**src/rtl/fpu_hazard_ctrl_if.sv**
```systemverilog
// Decode/writeback/issue-control signal bundle for the FPU issue controller.
// The pipeline side drives decode and writeback fields (master); the
// controller returns stall, issue and scoreboard status (slave).
interface fpu_hazard_ctrl_if #(
    parameter int ASIZE   = 5,
    parameter int NREGS   = 32,
    parameter int CWIDTH  = 4,
    parameter int SCWIDTH = 16
);
    logic               id_valid;
    logic [ASIZE-1:0]   id_rs_l;
    logic [ASIZE-1:0]   id_rs_r;
    logic [ASIZE-1:0]   id_rd;
    logic               id_uses_l;
    logic               id_uses_r;
    logic               id_writes;
    logic [CWIDTH-1:0]  id_mc_cycles;
    logic               wb_valid;
    logic [ASIZE-1:0]   wb_rd;
    logic               stall_if;
    logic               issue;
    logic               bubble_ex;
    logic               ex_busy;
    logic [NREGS-1:0]   pending;
    logic [SCWIDTH-1:0] stall_count;

    modport master (
        output id_valid, id_rs_l, id_rs_r, id_rd, id_uses_l, id_uses_r,
               id_writes, id_mc_cycles, wb_valid, wb_rd,
        input  stall_if, issue, bubble_ex, ex_busy, pending, stall_count
    );

    modport slave (
        input  id_valid, id_rs_l, id_rs_r, id_rd, id_uses_l, id_uses_r,
               id_writes, id_mc_cycles, wb_valid, wb_rd,
        output stall_if, issue, bubble_ex, ex_busy, pending, stall_count
    );
endinterface

```
**src/rtl/fpu_hazard_ctrl.sv**
```systemverilog
// Issue controller for the four-stage FPU pipeline. Tracks outstanding
// destination writes in a scoreboard, stalls decode on RAW/WAW hazards and
// while a multi-cycle op holds EXE, and injects bubbles into ID/EX.
// Hazards look only at the registered scoreboard, so a writeback frees its
// register for issue one cycle after the wb_valid cycle (no forwarding).
module fpu_hazard_ctrl #(
    parameter int ASIZE   = 5,
    parameter int NREGS   = 32,
    parameter int CWIDTH  = 4,
    parameter int SCWIDTH = 16
) (
    input  logic clk,
    input  logic rst_n,
    fpu_hazard_ctrl_if.slave bus
);
    logic [NREGS-1:0]   pend_vec;
    logic [NREGS-1:0]   pend_next;
    logic [CWIDTH-1:0]  busy_cnt;
    logic [SCWIDTH-1:0] stall_cnt;
    logic               raw;
    logic               waw;
    logic               busy;
    logic               stall;
    logic               accept;

    // Hazard detection and issue decision, purely combinational.
    always_comb begin
        raw    = (bus.id_uses_l & pend_vec[bus.id_rs_l])
               | (bus.id_uses_r & pend_vec[bus.id_rs_r]);
        waw    = bus.id_writes & pend_vec[bus.id_rd];
        busy   = (busy_cnt != '0);
        stall  = bus.id_valid & (raw | waw | busy);
        accept = bus.id_valid & ~stall;
    end

    assign bus.stall_if    = stall;
    assign bus.issue       = accept;
    assign bus.bubble_ex   = ~accept;
    assign bus.ex_busy     = busy;
    assign bus.pending     = pend_vec;
    assign bus.stall_count = stall_cnt;

    // Scoreboard next value: writeback clears first, issue sets last so set wins.
    always_comb begin
        pend_next = pend_vec;
        if (bus.wb_valid) begin
            pend_next[bus.wb_rd] = 1'b0;
        end
        if (accept && bus.id_writes) begin
            pend_next[bus.id_rd] = 1'b1;
        end
    end

    // Scoreboard register.
    always_ff @(posedge clk or negedge rst_n) begin
        if (!rst_n) begin
            pend_vec <= '0;
        end else begin
            pend_vec <= pend_next;
        end
    end

    // EXE occupancy down-counter; an N-cycle op blocks the next issue N-1 cycles.
    always_ff @(posedge clk or negedge rst_n) begin
        if (!rst_n) begin
            busy_cnt <= '0;
        end else if (accept && (bus.id_mc_cycles >= CWIDTH'(2))) begin
            busy_cnt <= bus.id_mc_cycles - CWIDTH'(1);
        end else if (busy) begin
            busy_cnt <= busy_cnt - CWIDTH'(1);
        end
    end

    // Saturating count of stalled cycles.
    always_ff @(posedge clk or negedge rst_n) begin
        if (!rst_n) begin
            stall_cnt <= '0;
        end else if (stall && (stall_cnt != '1)) begin
            stall_cnt <= stall_cnt + SCWIDTH'(1);
        end
    end
endmodule

```
**src/flat_wrapper.sv**
```systemverilog
// flat-port wrapper written by rule: the top's interface ports become plain ports
module fpu_hazard_ctrl_flat 
#(
    parameter int ASIZE   = 5,
    parameter int NREGS   = 32,
    parameter int CWIDTH  = 4,
    parameter int SCWIDTH = 16
)
  (clk, rst_n, bus_id_valid, bus_id_rs_l, bus_id_rs_r, bus_id_rd, bus_id_uses_l, bus_id_uses_r, bus_id_writes, bus_id_mc_cycles, bus_wb_valid, bus_wb_rd, bus_stall_if, bus_issue, bus_bubble_ex, bus_ex_busy, bus_pending, bus_stall_count);
  fpu_hazard_ctrl_if #(.ASIZE(ASIZE), .NREGS(NREGS), .CWIDTH(CWIDTH), .SCWIDTH(SCWIDTH)) bus_i ();
  input  logic clk;
  input  logic rst_n;
  input wire logic [$bits(bus_i.id_valid)-1:0] bus_id_valid;
  input wire logic [$bits(bus_i.id_rs_l)-1:0] bus_id_rs_l;
  input wire logic [$bits(bus_i.id_rs_r)-1:0] bus_id_rs_r;
  input wire logic [$bits(bus_i.id_rd)-1:0] bus_id_rd;
  input wire logic [$bits(bus_i.id_uses_l)-1:0] bus_id_uses_l;
  input wire logic [$bits(bus_i.id_uses_r)-1:0] bus_id_uses_r;
  input wire logic [$bits(bus_i.id_writes)-1:0] bus_id_writes;
  input wire logic [$bits(bus_i.id_mc_cycles)-1:0] bus_id_mc_cycles;
  input wire logic [$bits(bus_i.wb_valid)-1:0] bus_wb_valid;
  input wire logic [$bits(bus_i.wb_rd)-1:0] bus_wb_rd;
  output wire logic [$bits(bus_i.stall_if)-1:0] bus_stall_if;
  output wire logic [$bits(bus_i.issue)-1:0] bus_issue;
  output wire logic [$bits(bus_i.bubble_ex)-1:0] bus_bubble_ex;
  output wire logic [$bits(bus_i.ex_busy)-1:0] bus_ex_busy;
  output wire logic [$bits(bus_i.pending)-1:0] bus_pending;
  output wire logic [$bits(bus_i.stall_count)-1:0] bus_stall_count;
  assign bus_i.id_valid = bus_id_valid;
  assign bus_i.id_rs_l = bus_id_rs_l;
  assign bus_i.id_rs_r = bus_id_rs_r;
  assign bus_i.id_rd = bus_id_rd;
  assign bus_i.id_uses_l = bus_id_uses_l;
  assign bus_i.id_uses_r = bus_id_uses_r;
  assign bus_i.id_writes = bus_id_writes;
  assign bus_i.id_mc_cycles = bus_id_mc_cycles;
  assign bus_i.wb_valid = bus_wb_valid;
  assign bus_i.wb_rd = bus_wb_rd;
  assign bus_stall_if = bus_i.stall_if;
  assign bus_issue = bus_i.issue;
  assign bus_bubble_ex = bus_i.bubble_ex;
  assign bus_ex_busy = bus_i.ex_busy;
  assign bus_pending = bus_i.pending;
  assign bus_stall_count = bus_i.stall_count;
  fpu_hazard_ctrl #(.ASIZE(ASIZE), .NREGS(NREGS), .CWIDTH(CWIDTH), .SCWIDTH(SCWIDTH)) u_core (.clk(clk), .rst_n(rst_n), .bus(bus_i));
endmodule
```
**config.mk**
```make
export PLATFORM = sky130hd
export DESIGN_NAME = fpu_hazard_ctrl_flat
export DESIGN_NICKNAME = d
export VERILOG_FILES = /design/src/rtl/fpu_hazard_ctrl_if.sv /design/src/rtl/fpu_hazard_ctrl.sv /design/src/flat_wrapper.sv
export SDC_FILE = /design/constraint.sdc
export NUM_CORES = 1
export LEC_CHECK = 0
export CORE_ASPECT_RATIO = 0.8
export CORE_UTILIZATION = 45
export DETAILED_ROUTE_END_ITERATION = 10
export PLACE_DENSITY = 0.77
export SLEW_MARGIN = 20
export SYNTH_ARGS = -nofsm -noshare
export SYNTH_HDL_FRONTEND = slang
export SYNTH_SLANG_ARGS = --single-unit
```
**constraint.sdc**
```tcl
create_clock -name clk -period 3.4 [get_ports clk]
set_input_delay 0.85 -clock clk [delete_from_list [all_inputs] [get_ports clk]]
set_output_delay 0.85 -clock clk [all_outputs]
set_load 0.01 [all_outputs]
```
==> results by group <==
Route
  • Wirelength per Cell: around 21 microns
  • Final antenna-violating net count: 0
  • Initial DRT Pass Iterations: 5
  • Drt total wl: roughly 11000 microns
  • Vias per cell: 6.36
  • Vias: between 3000 and 4000
  • DRT iter0 DRCs: 240
  • Drc violations: 0

Flow run
  • Max cap viols: 0

Placed design
  • Placed Area: between 0.004 and 0.005 sq mm
  • Port Buffers: 82
  • Placer Congestion: just under 0.9
  • DP HPWL: between 8000 and 9000 microns

Timing
  • RSZ-0062 raised after global routing: false
  • Post-route minimum period: about 3.4 ns
  • Max_slew headroom: 47.9%
  • Hold Violations, Final: 0
  • Slew Viols, Final: 0
  • Setup TNS: 0 ns
  • Worst-Margin Slew: between 0.7 and 0.8 ns
  • Final setup viols: 0
  • Final Skew: between 0.015 and 0.02 ns
  • F_max: ~300 MHz
  • Min Hold Slack: ~0.49 ns
  • Fin crit share: 98.9%

Die
  • Die extent in x: around 99 microns
  • Core Footprint: around 0.0071 sq mm
  • Std-Cell Rows: 27
  • IO Pins: 83
  • Starting density of the core: a little under half
  • Die height: 79.6 microns
  • Die ar.: about 0.008 sq mm

CTS
  • Skew-Pair Late Insertion Delay: around 0.31 ns
  • Clock Path Buffers: 2
  • CTS root buf: clkbuf_8
  • CTS H-Tree Depth: 2
  • Cts-stage hold buffer count: 0
  • CTS tree: done
  • Inserted Clock Buffers: 5
  • Clk sinks: 52
  • CTS clk-pin slew, worst paths: 0.09 ns

Yosys
  • Most frequent cells after synthesis: 55 x o21ai_0, 52 x dfrtp_1, 26 x nand3_1
  • Synth cell types: 55
  • Syn nets: 370
  • Largest cells by area after synthesis: dfrtp_1 38%, mux4_2 8.6%, o21ai_0 8.1%, mux2i_1 5.6%, nand3_1 3.8%
  • Ys Warns: 0
  • Syn Inst Count: about 340
  • Post-synth top area share: between 30% and 40%
  • Count leader, synth: o21ai_0
  • Top cell type by total area after synthesis: dfrtp_1
  • Post-synth EDFFs: 0
  • Main synth FF type: dfrtp_1
  • Post-synth ARST share: 100%
  • Area of the mapped netlist: 0.00339 sq mm
  • #FFs+latches synth: 52
  • Avg Cell Area, Syn: 10.1 sq um
  • Sequential share of the synthesized area: between 30% and 40%

Critical path
  • CP arrival: approximately 2.5 ns
  • Largest stage delay, worst path: approximately 0.50 ns
  • Flop2flop setup slack: 0.62 ns
  • Slowest cell on the critical path: mux4_2
  • CP Launch Type: input port
  • FF-to-FF path depth: 10
  • Critical path class: in2out
  • Crit-path cells: buf_8, mux4_2, mux2_4, a2bb2oi_1, nand4_1, buf_4, o211ai_2, and2_4, buf_6
  • Worst-path fanout max: 6
  • Worst path required time: 2.55 ns
  • Nature of the critical path endpoint: output pin

GRT
  • GRT Total Usage: between 30% and 40%
  • Vias in the first global route: approximately 3300
  • First-pass GRT wire length: 17800 microns
  • Largest net degree at the start of global routing: 34
  • Overflow after GRT: 0
  • Initial antenna violation count: 0

Cells and area
  • Final net count: 487
  • Finished Cell Area: about 0.0048 sq mm
  • Fraction of layout cells with a size suffix above 1: between 20% and 30%
  • ANT cells: 0
  • Layout area overhead: 40.2%

Status
  • Status: completed

Power
  • Leak: 1.93 nW
  • Max rail drop VDD: ~0.00030 V
  • Total power: ~2.1 mW
  • PwrDens: roughly 440 mW/mm^2

Hold path
  • Hold Path Stages: 1
  • Hold crit path type: reg2reg
[cells in the final DEF (no fill, tap or decap), types with 7 or more instances in the layout]
master / n
clkdlybuf4s50_1: 67
o21ai_0: 55
dfrtp_1: 52
buf_4: 38
nand3_1: 26
mux2i_1: 18
nand2_1: 18
nor2_1: 17
mux4_2: 13
xnor2_1: 12
nand3b_1: 11
o21ai_2: 8
buf_6: 7
[cell families (layout without fill, tap and decap cells)]
group                    count (synthesis)  in the layout  synth area share [%]
adder cells (fa/ha/maj)                  2              2                 0.738
XOR/XNOR                                13             13                  3.36
buffers and inverters                   22            140                  3.32
AND/OR/NAND/NOR                        117            117                  19.5
flip-flops                              52             52                  38.4
multiplexers                            40             40                  17.7
AO/OA/AOI/OAI                           91             91                  16.9
[path summary, 6_finish.rpt]
check,startpoint,to
min,u_core.bus.stall_count[9],u_core.bus.stall_count[9]
min reg2reg,u_core.bus.stall_count[9],u_core.bus.stall_count[9]
max in group asynchronous,rst_n,u_core.bus.stall_count[3]
max reg2reg,u_core.bus.pending[30],u_core.busy_cnt[2]
min in group asynchronous,rst_n,u_core.bus.pending[20]
max,bus_id_rs_r[1],bus_stall_if
[report_power, final]
part | switching [mW] | internal [mW] | total [mW] | leakage [nW]
clock | 0.208 | 0.146 | 0.355 | 0.0445
combinational | 0.373 | 0.446 | 0.820 | 1.18
sequential | 0.171 | 0.726 | 0.896 | 0.704
[sequential cells by signal, summed over array words and instances, names as in the netlist]
signal / cells
u_core.bus.stall_count: 16
u_core.bus.pending: 32
u_core.busy_cnt: 4
[metal layers]
metal	track usage, %	part of all wire [%]	vias to the layer above
met3	5.60	10	18
li1	-	-	1519
met4	6.42	1.3	0
met2	46.9	45	211
met1	43.6	43	1699
met5	0	0	-
[stage by stage]
step | instances | utilization, % | worst slack, ns
3_5_place_dp | 528 | 64.0 | -0.847
2_1_floorplan | 337 | - | 0.0248
4_1_cts | 542 | 66.9 | 0.00588
5_1_grt | 542 | 67.0 | 0.00373
6_report | 542 | 67.0 | 0.0372
3_3_place_gp | 528 | 64.0 | -0.819
[critical path: cells and delay by family]
family | cells | cell delay (ns)
compound gates | 2 | 0.21
mux | 2 | 0.77
buf+inv | 3 | 0.36
simple gates | 2 | 0.31
[final cells by class]
cell class                      count  area (sq um)
Multi-Input combinational cell    263          2050
Clock buffer                        5          68.8
Sequential cell                    52          1300
Tap cell                           87           109
Timing Repair Buffer              128          1180
Clock inverter                      3          21.3
Inverter                            4          15.0
Fill cell                         568          2340
[repair_timing]
| action | 4_1_cts | 5_1_grt |
|---|---|---|
| pin swaps | 14 | 8 |
| buffers inserted | 5 | 0 |
| cloned | 2 | 0 |
| gates resized for setup | 58 | 11 |
| setup endpoints to repair | 5 | 3 |
No activity file was read; power rests on OpenSTA's default activity.
